===== config.mk =====
export PLATFORM = sky130hd
export DESIGN_NAME = fifo_width_conv
export DESIGN_NICKNAME = d
export VERILOG_FILES = /design/src/rtl/fifo_width_conv.sv
export SDC_FILE = /design/constraint.sdc
export NUM_CORES = 1
export LEC_CHECK = 0
export ABC_AREA = 1
export ABC_CLOCK_PERIOD_IN_PS = 2350
export BUFFER_PORTS_ARGS = -buffer_cell sky130_fd_sc_hd__clkbuf_2
export CAP_MARGIN = 10
export CORE_MARGIN = 2
export CORE_UTILIZATION = 45
export CTS_BUF_LIST = sky130_fd_sc_hd__clkbuf_16
export CTS_CLUSTER_SIZE = 24
export DETAILED_ROUTE_END_ITERATION = 6
export SLEW_MARGIN = 15
export SYNTH_ARGS = -nofsm -noshare
export SYNTH_HDL_FRONTEND = slang
export SYNTH_SLANG_ARGS = --single-unit

===== constraint.sdc =====
create_clock -name clk -period 2.35 [get_ports clk]
set_input_delay 0.47 -clock clk [delete_from_list [all_inputs] [get_ports clk]]
set_output_delay 0.47 -clock clk [all_outputs]
set_load 0.005 [all_outputs]

===== src/rtl/fifo_width_conv.sv =====
// Wide-write, narrow-read FIFO: each stored word pops as 2^RATIO_LOG2 sub-words.
// Define FIFO_WC_ERR_FLAGS_EN to build the sticky overflow/underflow flags.
module fifo_width_conv #(
  parameter int W_DATA_WIDTH = 8,
  parameter int RATIO_LOG2   = 1,
  parameter int ADDR_WIDTH   = 2,
  parameter bit MSB_FIRST    = 1'b0
) (
  input  logic                                  clk,
  input  logic                                  reset,
  input  logic                                  wr,
  input  logic [W_DATA_WIDTH-1:0]               w_data,
  input  logic                                  rd,
  output logic [(W_DATA_WIDTH>>RATIO_LOG2)-1:0] r_data,
  output logic                                  empty,
  output logic                                  full,
  output logic [ADDR_WIDTH+RATIO_LOG2:0]        level,
  output logic                                  err_ovf,
  output logic                                  err_udf
);

  localparam int R_DATA_WIDTH = W_DATA_WIDTH >> RATIO_LOG2;
  localparam int NSUB  = 1 << RATIO_LOG2;
  localparam int DEPTH = 1 << ADDR_WIDTH;
  localparam int PW    = ADDR_WIDTH + 1;
  localparam int LW    = ADDR_WIDTH + RATIO_LOG2 + 1;

  logic [PW-1:0]           wr_ptr_q, wr_ptr_d;
  logic [LW-1:0]           rd_ptr_q, rd_ptr_d;
  logic [PW-1:0]           rd_word;
  logic [LW-1:0]           wr_sub;
  logic [LW-1:0]           sub_idx;
  logic [LW-1:0]           sel;
  logic [W_DATA_WIDTH-1:0] mem_q [DEPTH];
  logic [W_DATA_WIDTH-1:0] head;
  logic                    wr_ok;
  logic                    rd_ok;

  // Write pointer scaled to sub-word units so both sides compare directly.
  assign wr_sub  = LW'(wr_ptr_q) << RATIO_LOG2;
  assign rd_word = rd_ptr_q[LW-1:RATIO_LOG2];
  assign sub_idx = rd_ptr_q & LW'(NSUB - 1);
  assign sel     = MSB_FIRST ? (LW'(NSUB - 1) - sub_idx) : sub_idx;

  assign empty = (wr_sub == rd_ptr_q);
  assign full  = ((wr_ptr_q ^ rd_word) == (PW'(1) << ADDR_WIDTH));
  assign level = wr_sub - rd_ptr_q;

  assign wr_ok = wr & ~full;
  assign rd_ok = rd & ~empty;

  assign wr_ptr_d = wr_ptr_q + PW'(wr_ok);
  assign rd_ptr_d = rd_ptr_q + LW'(rd_ok);

  assign head = mem_q[rd_word[ADDR_WIDTH-1:0]];

  always_comb begin
    r_data = '0;
    if (!empty) begin
      for (int i = 0; i < NSUB; i++) begin
        if (sel == LW'(i)) begin
          r_data = head[i*R_DATA_WIDTH +: R_DATA_WIDTH];
        end
      end
    end
  end

  always_ff @(posedge clk or posedge reset) begin
    if (reset) begin
      wr_ptr_q <= '0;
      rd_ptr_q <= '0;
    end else begin
      wr_ptr_q <= wr_ptr_d;
      rd_ptr_q <= rd_ptr_d;
    end
  end

  always_ff @(posedge clk) begin
    if (wr_ok) begin
      mem_q[wr_ptr_q[ADDR_WIDTH-1:0]] <= w_data;
    end
  end

`ifdef FIFO_WC_ERR_FLAGS_EN
  logic err_ovf_q, err_ovf_d;
  logic err_udf_q, err_udf_d;

  assign err_ovf_d = err_ovf_q | (wr & full);
  assign err_udf_d = err_udf_q | (rd & empty);

  always_ff @(posedge clk or posedge reset) begin
    if (reset) begin
      err_ovf_q <= 1'b0;
      err_udf_q <= 1'b0;
    end else begin
      err_ovf_q <= err_ovf_d;
      err_udf_q <= err_udf_d;
    end
  end

  assign err_ovf = err_ovf_q;
  assign err_udf = err_udf_q;
`else
  assign err_ovf = 1'b0;
  assign err_udf = 1'b0;
`endif

endmodule


# Yosys cells after proc, flatten, opt, wreduce, memory -nomap -nowiden
# Memory sizes are Yosys's and may differ from the RTL's.
# Cells that the tools add are included.
[op_classes]
n_addsub = 3
div_mod_pow = 0
n_mux = 5
order_cmp = 0
bitwise = 5
n_mul = 0
n_reduce_logical = 1
n_eq_ne = 2
shift = 0
[op_table]
columns = ["cell", "count"]
rows = [
  ["$mux W4", 3],
  ["$add A4 B1 Y4", 1],
  ["$eq A4 B4 Y1", 1],
  ["$logic_not A4 Y1", 1],
  ["$sub A4 B4 Y4", 1],
  ["$add A3 B1 Y3", 1],
  ["$eq A3 B3 Y1 const B", 1],
  ["$xor A3 B3 Y3", 1],
  ["$and A1 B1 Y1", 2],
  ["$mux W1", 2],
  ["$not A1 Y1", 2],
]
[totals]
latchBits = 0
wordCells = 19
romBits = 0
ram_bits = 32
reg_bits = 7
memories = 1
input_bits = 12
output_inout_bits = 12
[memory_table]
columns = ["name", "words", "width", "read_ports", "rd_ports_with_merged_regs", "wr", "line_no", "rtl"]
rows = [
  ["mem_q", 4, 8, 1, 0, 1, "34", "logic [W_DATA_WIDTH-1:0] mem_q [DEPTH];"],
]

# Logic depth before layout (Yosys ltp)
[logic_depth]
depth_word = 6
depth_mapped = 11
depth_no_buf = 9

# Worst setup path after synthesis
# Ideal clock, no wire load.
[synth_path]
path_kind = "reg2out"
start = "register rd_ptr_q[1]"
end = "output r_data[0]"
arrival_ns = 1.491
required_ns = 1.880
stages_incl_launch_ff = 11
slack_ns = 0.389
n_path_buf = 2
cell_sequence = "dfrtp_1 -> buf_6 -> inv_6 -> buf_8 -> ha_1 -> ha_1 -> nand2_1 -> inv_1 -> nand2_2 -> nand2_1 -> nor2_1"
[synth_between]
elab_chain_len = 4
[synth_lines]
columns = ["item", "line_no", "rtl"]
rows = [
  ["start: declaration", "29", "logic [LW-1:0] rd_ptr_q, rd_ptr_d;"],
  ["start signal: assignment", "74", "rd_ptr_q <= rd_ptr_d;"],
  ["$mem_v2 Z4 W8", "--", ""],
  ["$mux W4 (2 in a row)", "61", "if (sel == LW'(i)) begin"],
  ["$mux W4 *", "59", "if (!empty) begin"],
  ["end: declaration", "14", "output logic [(W_DATA_WIDTH>>RATIO_LOG2)-1:0] r_data,"],
]
# Every way passes the cells marked *; elsewhere a longest branch is shown, timed or not.

# Worst setup path after layout
[layout_path]
start = "register rd_ptr_q[1]"
end = "output r_data[1]"
# The elaborated chain is that of the path after synthesis.

==> flow_summary.yaml <==
layout:
  layout_common_cells: "nand2_1, inv_1, edfxtp_1, nand3_1, clkbuf_2"
  drive_above_1_share_pct: 22.1
  n_fill_cell: 353
  n_antenna_cell: 0
  nets: 249
  syn_to_final_growth_pct: 20.5
  layout_commonest_cell: "nand2_1"
  fin_cells: 281
floorplanning:
  io_pins: 24
  dieArea_um2: 4780
  rows: 23
  core_area_um2: 4030
  die_height_um: 69.1
  start_util_pct: 47.4
  die_width_um: 69.1
synth:
  postSynthCellCount: 193
  yosys.cell_types.count: 22
  synthFlopType: "edfxtp_1"
  synth_seq_area_share_pct: 59.5
  ys_async_sr_fraction_pct: 17.9
  synth_area_um2: 1910
  synth_compound_area_share_pct: 0.983
  synth-edff-count: 32
  synth_top_family_by_area: "simple AND/OR/NAND/NOR gates"
  synth_xor_area_share_pct: 3.15
  yosys-top-cells-area: "edfxtp_1, nand2_1, dfrtp_1"
  netlist.area_leader.share_pct: 50.3
  synth_mux_area_share_pct: 0
  yosys_warnings: 0
  synth-simple-area-share_pct: 18.9
  syn_avg_cell_area_um2: 9.89
  synth_seq_cells: 39
  synthAdderAreaFrac_pct: 4.98
  synth_top_cell_by_area: "edfxtp_1"
cts:
  cts_root_buf: "clkbuf_16"
  clockBufferDepth: 2
  clk_pin_slew_ns: 0.05
  clk_latency_ns: 0.28
  cts.sinks: 39
  cts_tree: "done"
  htreeDepth: 2
  cts_made_buffers: 5
sta:
  hold_viol_final: 0
  report.final.slew_viol_count: 0
  finClkSkew_ns: 0.00558
  min_period_ns: 2.23
  fin_ws_ns: 0.125
  setup_tns_ns: 0
  setup_violations: 0
  rsz0062_at_grt: "no"
  period_share_pct: 94.7
  clock.fmax_mhz: 449
global_routing:
  use_met2_pct: 26.2
  grt_max_degree: 20
  track_usage_pct: 15.7
  grt_pass1_wl_um: 5840
  grt_busiest_layer: "met2"
  use_met1_pct: 19.4
  use_met3_pct: 4.53
  antenna_found_initial: 0
  grt_overflow: 0
  grt_pass1_vias: 1271
power_and_ir_drop:
  vdd_drop_max_uv: 642
  powerDensity_nw_per_um2: 1420
  p_leak_nw: 1.16
drt:
  drcViolationCount: 0
  drt_wl_total_um: 3530
  vias: 1302
  routedWlPerCell_um: 12.5
  drtIter0Drc: 78
  drtPass1Iterations: 4
  vias_per_cell: 4.63
  drtAntennaViolNets: 0
place:
  gp_congestion: 0.775
  portBuffers: 21
  post-dp-hpwl_um: 2520
  pre_cts_slack_ns: 0.315
  dp.cells: 266
worst_setup_path:
  end_kind: "primary output"
  worstPathRequired_ns: 1.88
  cp_max_fo: 7
  start_kind: "flop"
  worstPathArrival_ns: 1.76
  worstSetupPathType: "reg -> out"
outcome:
  outcome: "finished clean"
worst_hold_path:
  hold_path.class: "in -> async"
run:
  max-cap-violations: 0
[sequential cells by signal (all words and copies together) (netlist names)]
name / cells
mem_q: 32
rd_ptr_q: 4
wr_ptr_q: 3
[logic make-up after synthesis]
group	after synthesis
compound gates	3
xor+xnor	6
fa+ha+maj	7
buf+inv	51
flops	39
other cells	1
simple gates	86
[power by group]
part           internal (mW)  switching, mW  total, mW
logic                  0.639          0.846       1.48
clock network          0.494          0.239      0.733
registers              0.957         0.0978       1.05
[metal layers]
metal / wire (um) / up-vias
met4: 59 / 0
met2: 1790 / 27
met1: 1500 / 605
met3: 178 / 7
li1: - / 663
met5: 0 / -
[final cells by class]
| class | instances | area, um2 | area share (%) |
|---|---|---|---|
| Clock buffer | 5 | 125 | 5.44 |
| Clock inverter | 3 | 38.8 | 1.69 |
| Inverter | 43 | 166 | 7.23 |
| Multi-Input combinational cell | 104 | 547 | 23.8 |
| Sequential cell | 39 | 1140 | 49.4 |
| Tap cell | 50 | 62.6 | 2.72 |
| Timing Repair Buffer | 37 | 225 | 9.79 |
[what timing repair did]
item	in CTS	in global routing
resized for setup	0	2
hold buffers	0	0
endpoints found under the hold margin	0	0
setup endpoints to repair	0	4
setup buffers	0	7
[cell usage after synthesis, types with 2 or more instances]
| master | n |
|---|---|
| dfrtp_1 | 7 |
| nand2_2 | 4 |
| edfxtp_1 | 32 |
| xnor2_1 | 2 |
| inv_1 | 41 |
| buf_4 | 5 |
| xor2_1 | 3 |
| nand3_1 | 22 |
| nor2_1 | 13 |
| ha_1 | 6 |
| nand2_1 | 47 |
[worst paths after layout]
path / startpoint / end / slack, ns / cells after the start
max in group asynchronous: reset / rd_ptr_q[2] / 2.01 / 2
min reg2reg: wr_ptr_q[2] / wr_ptr_q[2] / 0.52 / 1
min in group clk: w_data[1] / mem_q[0][1] / 0.41 / 1
max: rd_ptr_q[1] / r_data[1] / 0.12 / 9
min: reset / rd_ptr_q[0] / 0.11 / 2
max reg2reg: wr_ptr_q[1] / mem_q[1][2] / 0.44 / 5
[metrics by stage]
| step | power [mW] | area [um2] | utilization (%) | hold slack (ns) |
|---|---|---|---|---|
| after floorplan | 2.01 | 1910 | - | 0.273 |
| after global placement | 2.44 | 2080 | 51.6 | 0.399 |
| after detailed placement | 2.47 | 2080 | 51.6 | 0.407 |
| after CTS | 3.21 | 2240 | 55.7 | 0.110 |
| after global routing | 3.55 | 2300 | 57.1 | 0.135 |
| final | 3.27 | 2300 | 57.1 | 0.109 |
[critical path, cell delays in order, from the launching register on]
cell	delay [ns]
dfrtp_1	0.40
clkinv_4	0.07
ha_1	0.29
ha_1	0.18
nand2_1	0.05
inv_1	0.06
nand2_4	0.10
nand2_1	0.06
nor2_1	0.12
clkbuf_2	0.13
Note: power is estimated with default switching activity, not from simulation.
